===== config.mk =====
export PLATFORM = sky130hd
export DESIGN_NAME = univ_shift_reg_p
export DESIGN_NICKNAME = d
export VERILOG_FILES = /design/src/rtl/usr_pkg.sv /design/src/rtl/usr_barrel.sv /design/src/rtl/univ_shift_reg_p.sv
export SDC_FILE = /design/constraint.sdc
export NUM_CORES = 1
export LEC_CHECK = 0
export CAP_MARGIN = 15
export CORE_MARGIN = 1.5
export CORE_UTILIZATION = 34
export CTS_CLUSTER_DIAMETER = 100
export DETAILED_ROUTE_END_ITERATION = 16
export PLACE_DENSITY = 0.59
export SETUP_SLACK_MARGIN = 0.02
export SLEW_MARGIN = 15
export SYNTH_ARGS = -nofsm -noshare
export SYNTH_HDL_FRONTEND = slang
export SYNTH_SLANG_ARGS = --single-unit

===== constraint.sdc =====
create_clock -name clk -period 4.33 [get_ports clk]
set_clock_uncertainty 0.1 [all_clocks]
set_input_delay 0.433 -clock clk [delete_from_list [all_inputs] [get_ports clk]]
set_output_delay 0.433 -clock clk [all_outputs]
set_load 0.02 [all_outputs]

===== src/rtl/usr_pkg.sv =====
// usr_pkg: shared op codes, FSM states and serial-direction constants for univ_shift_reg_p
package usr_pkg;
   localparam logic [3:0] OP_HOLD     = 4'd0;
   localparam logic [3:0] OP_LOAD     = 4'd1;
   localparam logic [3:0] OP_SHL      = 4'd2;
   localparam logic [3:0] OP_SHR      = 4'd3;
   localparam logic [3:0] OP_ROL      = 4'd4;
   localparam logic [3:0] OP_ROR      = 4'd5;
   localparam logic [3:0] OP_ASR      = 4'd6;
   localparam logic [3:0] OP_SHL_N    = 4'd7;
   localparam logic [3:0] OP_SHR_N    = 4'd8;
   localparam logic [3:0] OP_ROL_N    = 4'd9;
   localparam logic [3:0] OP_ROR_N    = 4'd10;
   localparam logic [3:0] OP_CLEAR    = 4'd11;
   localparam logic [3:0] OP_BURST_TX = 4'd12;
   localparam logic [3:0] OP_BURST_RX = 4'd13;
   localparam logic DIR_L = 1'b0;
   localparam logic DIR_R = 1'b1;
   typedef enum logic [1:0] {ST_IDLE, ST_TX, ST_RX} state_t;
   typedef enum logic [1:0] {B_SHL, B_SHR, B_ROL, B_ROR} bop_t;
endpackage


===== src/rtl/usr_barrel.sv =====
// usr_barrel: combinational shift/rotate by a runtime amount taken modulo WIDTH
module usr_barrel
   import usr_pkg::*;
#(
   parameter int WIDTH = 8,
   localparam int SHAMT_W = $clog2(WIDTH)
) (
   input  logic [WIDTH-1:0]   data,
   input  logic [SHAMT_W-1:0] shamt,
   input  bop_t               op,
   output logic [WIDTH-1:0]   result
);
   logic [31:0] amt;
   logic [WIDTH-1:0] l, r;
   // a zero amount makes the wrap-around term shift by WIDTH, which yields zero
   assign amt = 32'(shamt) % WIDTH;
   assign l = data << amt;
   assign r = data >> amt;
   assign result = op == B_SHL ? l :
                   op == B_SHR ? r :
                   op == B_ROL ? l | (data >> (WIDTH - amt)) :
                                 r | (data << (WIDTH - amt));
endmodule


===== src/rtl/univ_shift_reg_p.sv =====
// univ_shift_reg_p: universal shift register with barrel ops and an autonomous serial burst engine
module univ_shift_reg_p
   import usr_pkg::*;
#(
   parameter int WIDTH = 8,
   localparam int SHAMT_W = $clog2(WIDTH)
) (
   input  logic               clk,
   input  logic               rst_n,
   input  logic               en,
   input  logic [3:0]         sel,
   input  logic [WIDTH-1:0]   pin,
   input  logic               sin,
   input  logic [SHAMT_W-1:0] shamt,
   output logic [WIDTH-1:0]   pout,
   output logic               sout,
   output logic               busy,
   output logic               done
);
   localparam logic [SHAMT_W:0] CNT_LAST = (SHAMT_W+1)'(WIDTH - 1);
   state_t st, st_n;
   logic [SHAMT_W:0] cnt, cnt_n;
   logic dir, dir_n, done_n;
   logic [WIDTH-1:0] pout_n, bres, shl, shr;
   bop_t bop;
   assign shl = {pout[WIDTH-2:0], sin};
   assign shr = {sin, pout[WIDTH-1:1]};
   assign bop = sel == OP_SHL_N ? B_SHL : sel == OP_SHR_N ? B_SHR : sel == OP_ROL_N ? B_ROL : B_ROR;
   assign busy = st != ST_IDLE;
   assign sout = dir == DIR_L ? pout[WIDTH-1] : pout[0];
   usr_barrel #(.WIDTH(WIDTH)) u_barrel (.data(pout), .shamt(shamt), .op(bop), .result(bres));
   always_comb begin
      pout_n = pout;
      dir_n  = dir;
      st_n   = st;
      cnt_n  = cnt;
      done_n = 1'b0;
      if (st == ST_IDLE) begin
         if (en) case (sel)
            OP_LOAD:            pout_n = pin;
            OP_SHL:             begin pout_n = shl; dir_n = DIR_L; end
            OP_SHR:             begin pout_n = shr; dir_n = DIR_R; end
            OP_ROL:             begin pout_n = {pout[WIDTH-2:0], pout[WIDTH-1]}; dir_n = DIR_L; end
            OP_ROR:             begin pout_n = {pout[0], pout[WIDTH-1:1]}; dir_n = DIR_R; end
            OP_ASR:             begin pout_n = {pout[WIDTH-1], pout[WIDTH-1:1]}; dir_n = DIR_R; end
            OP_SHL_N, OP_ROL_N: begin pout_n = bres; dir_n = DIR_L; end
            OP_SHR_N, OP_ROR_N: begin pout_n = bres; dir_n = DIR_R; end
            OP_CLEAR:           pout_n = '0;
            OP_BURST_TX:        begin st_n = ST_TX; cnt_n = '0; dir_n = DIR_L; end
            OP_BURST_RX:        begin st_n = ST_RX; cnt_n = '0; dir_n = DIR_R; end
            default:            ;
         endcase
      end else if (en && sel == OP_CLEAR) begin
         pout_n = '0;
         st_n   = ST_IDLE;
         cnt_n  = '0;
      end else begin
         pout_n = st == ST_TX ? shl : shr;
         cnt_n  = cnt + 1'b1;
         if (cnt == CNT_LAST) begin
            st_n   = ST_IDLE;
            done_n = 1'b1;
         end
      end
   end
   always_ff @(posedge clk or negedge rst_n)
      if (!rst_n) begin
         pout <= '0;
         dir  <= DIR_L;
         st   <= ST_IDLE;
         cnt  <= '0;
         done <= 1'b0;
      end else begin
         pout <= pout_n;
         dir  <= dir_n;
         st   <= st_n;
         cnt  <= cnt_n;
         done <= done_n;
      end
endmodule

After elaboration in Yosys (flattened, before gate mapping)

Index checks and enable logic that the tools add are counted.
Widths: inputs -> output; s select.

Input port bits: 19
Bits in registers: 16
Word-level logic and storage cells: 77

Reductions and logical operators: 15
Bitwise operators: 2
Mux-type cells: 25
$add $sub $neg: 2
Shifts and indexed selects: 4
Equal/unequal tests: 23

Operators with widths:

| cell                | number |
|---|---|
| $pmux 8 s8          | 1 |
| $mux 8              | 7 |
| $shl 8x32->8        | 1 |
| $shr 8x32->8        | 1 |
| $eq 4x4->1 const B  | 6 |
| $eq 4x3->1 const B  | 5 |
| $mux 4              | 4 |
| $or 8x8->8          | 2 |
| $mux 2              | 6 |
| $ne 9x2->1 const B  | 1 |
| $reduce_and 3->1    | 3 |
| $eq 4x2->1 const B  | 2 |
| $ne 8x2->1 const B  | 1 |
| $shl 8x3->8         | 1 |
| $shr 8x3->8         | 1 |
| $ne 2x2->1 const B  | 3 |
| $reduce_or 6->1     | 1 |
| $mux 1              | 5 |
| $reduce_or 5->1     | 1 |
| $sub 4x3->5 const A | 1 |
| $add 4x1->4 const B | 1 |
| $eq 2x1->1 const B  | 2 |
| $eq 4x1->1 const B  | 1 |
| $logic_not 2->1     | 2 |
| other kinds (10)    | 12 |

Depth between registers and ports, before layout

Gate-level depths: netlist of run 1.

Word-level depth: 11
Gate-level depth with buffers: 12
Depth with buffers taken out: 8

Cells and area by module

Synthesis of run 1 repeated with hierarchy kept, for this count alone.

Cell total of the unflattened synthesis: 334
Area, all modules: 2657.5 um^2

By module, submodules not included:

| module           | seq. area each (um^2) | cells an instance | area each (um^2) | instances |
|---|---|---|---|---|
| univ_shift_reg_p | 400.4                 | 185               | 1496.4           | 1 |
| usr_barrel       | 0.0                   | 149               | 1161.1           | 1 |

Worst setup path after synthesis of run 1

No wires, ideal clock.

Kind: input-to-reg
Start point: input port shamt[0]
End point: register pout[6]
Required time: 4135 ps
Data arrival time: 2726 ps
Path slack: 1409 ps
Buffers on the path: 2
Stages on the path: 10
Library setup time: 95 ps
Path through: buf_4 buf_4 clkinv_1 ha_1 xor2_2 mux4_2 or3_1 o311ai_1 a21oi_1 o31ai_1

Longest elaborated chain between the ends: 9
Elaborated cells between the ends (all ways): 13

RTL lines:

| what                                                | RTL line                           | source |
|---|---|---|
| from (decl)                                         | univ_shift_reg_p.sv:14             | `input logic [SHAMT_W-1:0] shamt,` |
| $sub 4x3->5                                         | usr_barrel.sv:21, usr_barrel.sv:22 |  |
| $shl 8x32->8 / $shr 8x32->8 (equally long branches) | usr_barrel.sv:22, usr_barrel.sv:21 |  |
| $or 8x8->8 (on tied branches)                       | usr_barrel.sv:22, usr_barrel.sv:21 |  |
| $mux 8                                              | usr_barrel.sv:21                   | `op == B_ROL ? l \| (data >> (WIDTH - amt)) :` |
| $mux 8                                              | usr_barrel.sv:20                   | `op == B_SHR ? r :` |
| $mux 8 (*)                                          | usr_barrel.sv:19                   | `assign result = op == B_SHL ? l :` |
| $pmux 8 s8 (*)                                      | univ_shift_reg_p.sv:39             | `if (en) case (sel)` |
| $mux 8 (*)                                          | univ_shift_reg_p.sv:39             |  |
| $mux 8 (*)                                          | univ_shift_reg_p.sv:38             | `if (st == ST_IDLE) begin` |
| to (signal assigned)                                | univ_shift_reg_p.sv:74             | `pout <= pout_n;` |
| to (decl)                                           | univ_shift_reg_p.sv:15             | `output logic [WIDTH-1:0] pout,` |

Every way passes the cells marked *; elsewhere a longest branch is shown, timed or not. The select of a mux whose other input is x is not followed.
A chain may end at the register's enable or synchronous reset.

Final worst setup path of run 1

Same ends and word-level chain as after synthesis.

==> flow_summary.toml, run 1 <==
[yosys]
synth_fp_nets = 382
ys_seq_area_share_pct = 15.6
synth_edf_count = 0
ys_types = 59
netlist_top_cells_area = "dfrtp_1 (16%), mux2i_1 (10%), nand2_1 (6.7%)"
synth-main-ff-cell = "dfrtp_1"
ys_warn_count = 0
synthCells = 361
ys_seq_elements = 16
synth.avg_cell_area_sq_um = 7.09
synth_top_cell_by_area = "dfrtp_1"
yosysTopAreaCellShare_pct = 15.6
synthArstFlopShare_pct = 100
syn_area_sq_mm = 0.00256

[cts]
clockBufferDepth = 2
root_buffer = "clkbuf_8"
htreeDepth = 1
cts_tree = "yes"
clk_pin_slew_ns = 0.07
cts_setup_buffers = 0
cts.sinks = 16
insertion_delay_ns = 0.26
numCtsBuffers = 3
ctsHoldBuffers = 0
ctsResizeCount = 0

[hold_path]
hold_path.class = "reg2reg"
hold_depth = 1

[timing]
rsz0062_at_grt = "false"
period_share_pct = 70.4
fin_crit_ns = 3.05
hold_viol = 0
worst_pin_slew_ns = 0.788
fin_setup_tns_ns = 0
slew_violations = 0
setup_violations = 0
hold_ws_ns = 0.414
relSlewSlack_pct = 47.3
fmax_ghz = 0.328

[worst_setup_path]
rrSetupSlack_ns = 1.86
critPathRequiredTime_ns = 4.39
criticalPathCategory = "in2reg"
slowest_stage = "mux4_2"
path_delay_family = "buffers and inverters"
cp-start-kind = "primary input"
path_cells = "clkdlybuf4s50_1, clkinv_1, ha_1, xor2_2, mux4_2, or3_1, o311ai_1, a21oi_1, o31ai_1"
max_stage_delay_ns = 0.55
cp_num_cells = 9
arrival_ns = 3.11
path_buf_inv = 2
cp-end-kind = "flip-flop"
crit_fanout = 6
reg2reg_depth = 6

[run]
maxCapViolations = 0

[routing]
dr.pass1.iters = 5
wirelength_um = 9140
drtIter0Drc = 197
vias_per_cell = 6.31
vias = 2942
antenna_left = 0
wl_per_cell_um = 19.6
drcViolationCount = 0

[floorplan]
ios = 30
fp.dieW_um = 89.8
initial_utilization_pct = 35.3
rows = 31
dieArea_sq_mm = 0.00806
coreArea_sq_mm = 0.00725
die_height_um = 89.8

[power]
p_leak_nw = 1.16
clockPowerShare_pct = 9.4
p_sw_w = 0.000771
seq_power_share_pct = 23.1
p_sw_share_pct = 52.0
vdd_drop_max_v = 0.000244
pwr-share-comb_pct = 67.5
p_per_area_mw_per_mm2 = 506
internal_power_w = 0.000713

[global_route]
grtUsageTotal_pct = 22.6
grt_overflow = 0
grt_pass1_wl_um = 14900
antenna_found_initial = 0
grt_pass1_vias = 2771
grt_max_degree = 37

[layout]
fill_cells = 803
syn2layout_area_growth_pct = 14.4
layout_common_cells = "nand2_1 (46), a21oi_1 (34), o21ai_0 (31)"
diodes = 0
fin_util_pct = 40.4
layout_commonest_cell = "nand2_1"
finalNetCount = 389
drive_gt1_share_pct = 9.26

[status]
outcome = "finished clean"

[place]
routabilityCongestion = 1.00
dp_hpwl_um = 6510
port_buffers = 29
[cell type report]
type / instances / area, sq um / area share [%]
clock buffer: 4 / 55.1 / 1.88
inverter: 10 / 37.5 / 1.28
multi-input combinational: 298 / 1950 / 66.5
sequential: 16 / 400 / 13.7
tap: 99 / 124 / 4.23
timing repair buffer: 39 / 365 / 12.5
[power groups by stage]
| stage | clock (W) | combinational, W | sequential [W] |
|---|---|---|---|
| after floorplan | 0 | 0.000664 | 0.000304 |
| after global placement | 0 | 0.000975 | 0.000343 |
| after detailed placement | 0 | 0.000979 | 0.000340 |
| after CTS | 0.000143 | 0.000982 | 0.000337 |
| after global routing | 0.000152 | 0.00108 | 0.000351 |
| final | 0.000140 | 0.00100 | 0.000342 |
[metrics by stage]
step / instance area (sq um) / worst slack, ns / total power [W] / cells
2_1_floorplan: 2560 / 1.41 / 0.000968 / 361
3_3_place_gp: 2880 / 1.12 / 0.00132 / 462
3_5_place_dp: 2880 / 1.05 / 0.00132 / 462
4_1_cts: 2930 / 1.30 / 0.00146 / 466
5_1_grt: 2930 / 1.07 / 0.00158 / 466
6_report: 2930 / 1.28 / 0.00148 / 466
[worst paths after layout]
path | startpoint | to
hold reg to reg | cnt[2] | cnt[2]
min in group asynchronous | rst_n | pout[4]
max in group asynchronous | rst_n | cnt[2]
setup / recovery | shamt[0] | pout[6]
setup reg to reg | pout[1] | pout[6]
hold / removal | cnt[2] | cnt[2]
[cell usage after synthesis, drive strengths merged, types with 6 or more instances]
library cell and count:
buf 11, o22ai 10, a22oi 7, mux2i 26
nor2 26, dfrtp 16, nand3 13, a21oi 34
mux2 6, o31ai 6, nand2 46, inv 9
o21ai 33, a31oi 9, clkbuf 26
[cells by family after synthesis]
group,Yosys count,share of synthesized area [%]
buffers and inverters,47,8.30
AO/OA/AOI/OAI,131,32.3
AND/OR/NAND/NOR,124,23.9
adder cells (fa/ha/maj),3,1.37
flip-flops,16,15.6
XOR/XNOR,3,1.32
multiplexers,37,17.2
[metal layers]
layer	up-vias	routed length (um)	GRT usage, %
met3	28	576	4.06
met4	0	257	7.67
met2	158	4260	36.6
met5	-	0	0
met1	1394	4050	30.3
li1	1362	-	-
[registers in the layout (all words and copies together) (netlist names)]
name and flops:
done 1, dir 1, st 2, cnt 4, pout 8
Power figures use the tool's default switching activity.
==> run 2: changes to the inputs <==
--- a/config.mk
+++ b/config.mk
@@ -10,7 +10,7 @@
 export CORE_UTILIZATION = 34
 export CTS_CLUSTER_DIAMETER = 100
 export DETAILED_ROUTE_END_ITERATION = 16
-export PLACE_DENSITY = 0.59
+export PLACE_DENSITY = 0.61
 export SETUP_SLACK_MARGIN = 0.02
 export SLEW_MARGIN = 15
 export SYNTH_ARGS = -nofsm -noshare
==> constraint.sdc (replaced) <==
create_clock -name clk -period 2.8 [get_ports clk]
set_clock_uncertainty 0.1 [all_clocks]
set_input_delay 0.28 -clock clk [delete_from_list [all_inputs] [get_ports clk]]
set_output_delay 0.28 -clock clk [all_outputs]
set_load 0.02 [all_outputs]
==> run 2 against run 1 <==
  * Critical path depth is the same
  * Highest routed layer unchanged
  * Core utilization up 2.9 points
  * Die area unchanged
  * Sequential cell count unchanged
==> flow_summary.toml, run 2 (same netlist as run 1, synthesis figures left out) <==
[floorplan]
fp.dieW_um = 89.8
ios = 30
initial_utilization_pct = 35.3
rows = 31
dieArea_sq_mm = 0.00806
die_height_um = 89.8
coreArea_sq_mm = 0.00725

[worst_setup_path]
reg2reg_depth = 6
cp-end-kind = "flip-flop"
path_delay_family = "buffers and inverters"
rrSetupSlack_ns = 0.54
max_stage_delay_ns = 0.48
arrival_ns = 2.58
endpoint = "pout[7]"
critPathRequiredTime_ns = 2.82
cp-start-kind = "primary input"
path_buf_inv = 3
path_cells = "clkdlybuf4s50_1, clkinv_1, ha_1, buf_12, or3b_2, nand4_1, nand3_1, a31oi_1, o31ai_1"
startpoint = "shamt[0]"
regToRegStartpoint = "pout[7]"
reg2reg_to = "pout[7]"
cp_num_cells = 9
slowest_stage = "clkdlybuf4s50_1"
crit_fanout = 19
criticalPathCategory = "in2reg"

[cts]
clockBufferDepth = 2
cts_tree = "yes"
cts.sinks = 16
insertion_delay_ns = 0.25
htreeDepth = 1
numCtsBuffers = 3
cts_setup_buffers = 0
clk_pin_slew_ns = 0.06
root_buffer = "clkbuf_8"
ctsHoldBuffers = 0
ctsResizeCount = 0

[place]
port_buffers = 29
dp_hpwl_um = 7160
routabilityCongestion = 1.03

[routing]
drcViolationCount = 0
antenna_left = 0
wl_per_cell_um = 19.0
vias_per_cell = 6.18
drtIter0Drc = 456
vias = 3048
wirelength_um = 9360
dr.pass1.iters = 6

[power]
finalPower_w = 0.00236
p_per_area_mw_per_mm2 = 751
p_leak_nw = 1.29
p_sw_w = 0.00120
pwr-share-comb_pct = 70.2
seq_power_share_pct = 22.5
p_sw_share_pct = 51.0
internal_power_w = 0.00115
clockPowerShare_pct = 7.3
vdd_drop_max_v = 0.000326

[global_route]
use_met3_pct = 3.55
antenna_found_initial = 0
grt_pass1_vias = 2862
gr-usage-met1_pct = 31.8
top_usage_layer = "met2"
grtUsageTotal_pct = 23.2
use_met2_pct = 37.5
grt_pass1_wl_um = 15200
grt_max_degree = 37
grt_overflow = 0

[layout]
largest_register = "pout"
fin_util_pct = 43.3
reg_top3 = "pout: 8 flops, cnt: 4 flops, st: 2 flops"
diodes = 0
largest_reg_flops = 8
layout_common_cells = "nand2_1 (46), buf_4 (37), a21oi_1 (34)"
fill_cells = 756
layout_commonest_cell = "nand2_1"
drive_gt1_share_pct = 15.5
finalNetCount = 417
syn2layout_area_growth_pct = 22.6

[timing]
fin_setup_tns_ns = 0
rsz0062_at_grt = "false"
hold_viol = 0
fmax_ghz = 0.391
worst_pin_slew_ns = 0.749
slew_violations = 0
period_share_pct = 91.4
setup_violations = 0
relSlewSlack_pct = 49.9
fin_crit_ns = 2.56

[run]
maxCapViolations = 0

[status]
outcome = "finished clean"

[hold_path]
hold_path.class = "in2async"
## run 2: stage by stage
step                      hold WS [ns]  worst slack (ns)  area, sq um  instances
after floorplan                 -0.116            0.0316         2560        361
after global placement           0.409            0.0225         3100        490
after detailed placement         0.412            0.0662         3100        490
after CTS                        0.392             0.317         3140        493
after global routing             0.437             0.127         3140        493
final                            0.369             0.241         3140        493
## run 2: how the worst min path moves through the flow
stage              end  slack [ns]  cells past startpoint
2_1_floorplan   cnt[0]       -0.12                      0
3_3_place_gp    cnt[3]        0.41                      2
3_5_place_dp    cnt[2]        0.41                      1
4_1_cts        pout[1]        0.39                      1
5_1_grt        pout[7]        0.44                      1
6_report       pout[4]        0.37                      1
## run 2: metal layers
layer  up-vias  wire length (um)
met3        29               671
met1      1451              4100
li1       1418                 -
met5         -                 0
met4         0               322
met2       150              4270
## run 2: final cells by class
type | count | area, sq um | area share (%)
timing repair buffer | 67 | 588 | 18.7
inverter | 10 | 37.5 | 1.20
clock buffer | 3 | 41.3 | 1.32
tap | 99 | 124 | 3.95
sequential | 16 | 400 | 12.8
multi-input combinational | 298 | 1950 | 62.1
## run 2: power by group through the flow
| stage | sequential [W] | clock (W) | combinational, W |
|---|---|---|---|
| after floorplan | 0.000470 | 0 | 0.00103 |
| after global placement | 0.000526 | 0 | 0.00162 |
| after detailed placement | 0.000528 | 0 | 0.00162 |
| after CTS | 0.000523 | 0.000176 | 0.00162 |
| after global routing | 0.000547 | 0.000184 | 0.00180 |
| final | 0.000531 | 0.000172 | 0.00165 |
==> run 3: changes to the inputs <==
--- a/config.mk
+++ b/config.mk
@@ -5,12 +5,12 @@
 export SDC_FILE = /design/constraint.sdc
 export NUM_CORES = 1
 export LEC_CHECK = 0
-export CAP_MARGIN = 15
+export CAP_MARGIN = 20
 export CORE_MARGIN = 1.5
-export CORE_UTILIZATION = 34
+export CORE_UTILIZATION = 45
 export CTS_CLUSTER_DIAMETER = 100
 export DETAILED_ROUTE_END_ITERATION = 16
-export PLACE_DENSITY = 0.61
+export PLACE_DENSITY = 0.75
 export SETUP_SLACK_MARGIN = 0.02
 export SLEW_MARGIN = 15
 export SYNTH_ARGS = -nofsm -noshare
==> run 3 against run 2 <==
  * Routed wire length decreased by 1.0%
  * Sequential power increased by 4%
  * Design area increased by 0.16%
  * Register-to-register slack about the same
  * Combinational power about the same
  * Worst hold slack got worse by 0.0062 ns
  * Sequential share of layout area about the same
  * Final cell count decreased by 4.3%
  * Critical path type unchanged
  * Via count increased by 3.4%
  * Clock-buffer cell count increased by 1
  * Non-clock buffer count increased by 5
  * Largest cell class unchanged
  * Sequential cell count unchanged
==> flow_summary.toml, run 3 (same netlist as run 1, synthesis figures left out) <==
[status]
outcome = "finished clean"

[timing]
setup_violations = 0
period_share_pct = 87.4
slew_violations = 0
relSlewSlack_pct = 48.6
rsz0062_at_grt = "false"
worst_pin_slew_ns = 0.769
fmax_ghz = 0.408
fin_setup_tns_ns = 0
fin_crit_ns = 2.45
hold_viol = 0

[worst_setup_path]
regToRegStartpoint = "pout[6]"
crit_fanout = 11
arrival_ns = 2.52
startpoint = "shamt[0]"
rrSetupSlack_ns = 0.54
cp-start-kind = "primary input"
path_buf_inv = 2
path_delay_family = "buffers and inverters"
endpoint = "pout[6]"
cp-end-kind = "flip-flop"
reg2reg_depth = 6
cp_num_cells = 8
reg2reg_to = "pout[6]"
path_cells = "clkdlybuf4s50_1, clkinv_1, ha_1, mux4_2, or3_1, o311ai_1, a21oi_1, o31ai_1"
slowest_stage = "ha_1"
criticalPathCategory = "in2reg"
critPathRequiredTime_ns = 2.88
max_stage_delay_ns = 0.56

[global_route]
grtUsageTotal_pct = 31.1
grt_overflow = 0
grt_pass1_vias = 2810
antenna_found_initial = 0
grt_max_degree = 24
grt_pass1_wl_um = 14900

[layout]
largest_reg_flops = 8
diodes = 0
largest_register = "pout"
drive_gt1_share_pct = 16.8
layout_commonest_cell = "nand2_1"
finalNetCount = 422
layout.cells.non_filler = 472
syn2layout_area_growth_pct = 22.8
regArea_sq_um = 400
multi_input_area_sq_mm = 0.00195
layout_common_cells = "nand2_1 (46), buf_4 (43), a21oi_1 (34)"
fill_cells = 536
reg_top3 = "pout: 8 flops, cnt: 4 flops, st: 2 flops"

[routing]
wirelength_um = 9260
antenna_left = 0
drtIter0Drc = 535
vias = 3153
vias_per_cell = 6.68
wl_per_cell_um = 19.6
drcViolationCount = 0
dr.pass1.iters = 5

[floorplan]
initial_utilization_pct = 46.5
fp.dieW_um = 78.4
dieArea_sq_mm = 0.00615
ios = 30
coreArea_sq_mm = 0.00551
die_height_um = 78.4
rows = 27

[place]
routabilityCongestion = 0.984
dp.cells = 468
dp_hpwl_um = 7070
port_buffers = 29

[cts]
numCtsBuffers = 3
clockBufferDepth = 2
cts_tree = "yes"
insertion_delay_ns = 0.26
ctsHoldBuffers = 0
cts.sinks = 16
cts_setup_buffers = 0
ctsResizeCount = 0
clk_pin_slew_ns = 0.07
root_buffer = "clkbuf_8"
htreeDepth = 1

[power]
vdd_drop_max_v = 0.000470
p_leak_nw = 1.32
finalPower_w = 0.00241
p_per_area_mw_per_mm2 = 767

[hold_path]
hold_path.class = "in2async"

[run]
maxCapViolations = 0
==> run 3: cell types whose count changed in the layout (fill, tap and decap cells not counted) <==
cell	change
buf_12	-1
buf_4	+6
clkbuf_8	+1
==> run 3: worst min path at each step <==
stage | endpoint | slack, ns | depth (start not counted)
finish | pout[4] | 0.36 | 1
global route | pout[4] | 0.43 | 1
CTS | pout[4] | 0.40 | 1
detailed placement | cnt[2] | 0.42 | 1
global placement | cnt[3] | 0.41 | 2
floorplan | cnt[0] | -0.12 | 0
==> run 3: routing by layer <==
layer / GRT usage, % / vias up / routed length, um
met2: 48.4 / 221 / 4210
met1: 43.7 / 1467 / 3840
met3: 3.72 / 27 / 913
met5: 0 / - / 0
met4: 11.6 / 0 / 300
li1: - / 1438 / -
==> run 3: layout make-up <==
class | count | share of cell area, %
clock buffers | 4 | 1.75
flip-flops and latches | 16 | 12.7
inverters | 10 | 1.19
multi-input cells | 298 | 62.0
repair buffers | 72 | 19.5
well taps | 72 | 2.87
==> run 3: where the power goes <==
| group | switching [W] | leakage, nW | internal [W] |
|---|---|---|---|
| Clock | 0.0000907 | 0.0288 | 0.000125 |
| Sequential | 0.000231 | 0.203 | 0.000319 |
| Combinational | 0.000890 | 1.08 | 0.000756 |
| Total | 0.00121 | 1.32 | 0.00120 |
==> run 3: metrics by stage <==
stage,setup WS [ns],util [%],hold WS (ns),cell area (sq um)
after floorplan,0.0316,-,-0.116,2560
after global placement,0.111,56.1,0.407,3090
after detailed placement,0.123,56.1,0.420,3090
after CTS,0.366,57.1,0.395,3140
after global routing,0.246,57.1,0.429,3140
final,0.352,57.1,0.363,3140
==> run 3: worst register-to-register path, delay by kind of cell (launching register included) <==
family | cells | cell delay [ns]
AO/OA/AOI/OAI | 3 | 0.39
flip-flops | 1 | 0.69
multiplexers | 2 | 0.68
AND/OR/NAND/NOR | 1 | 0.33
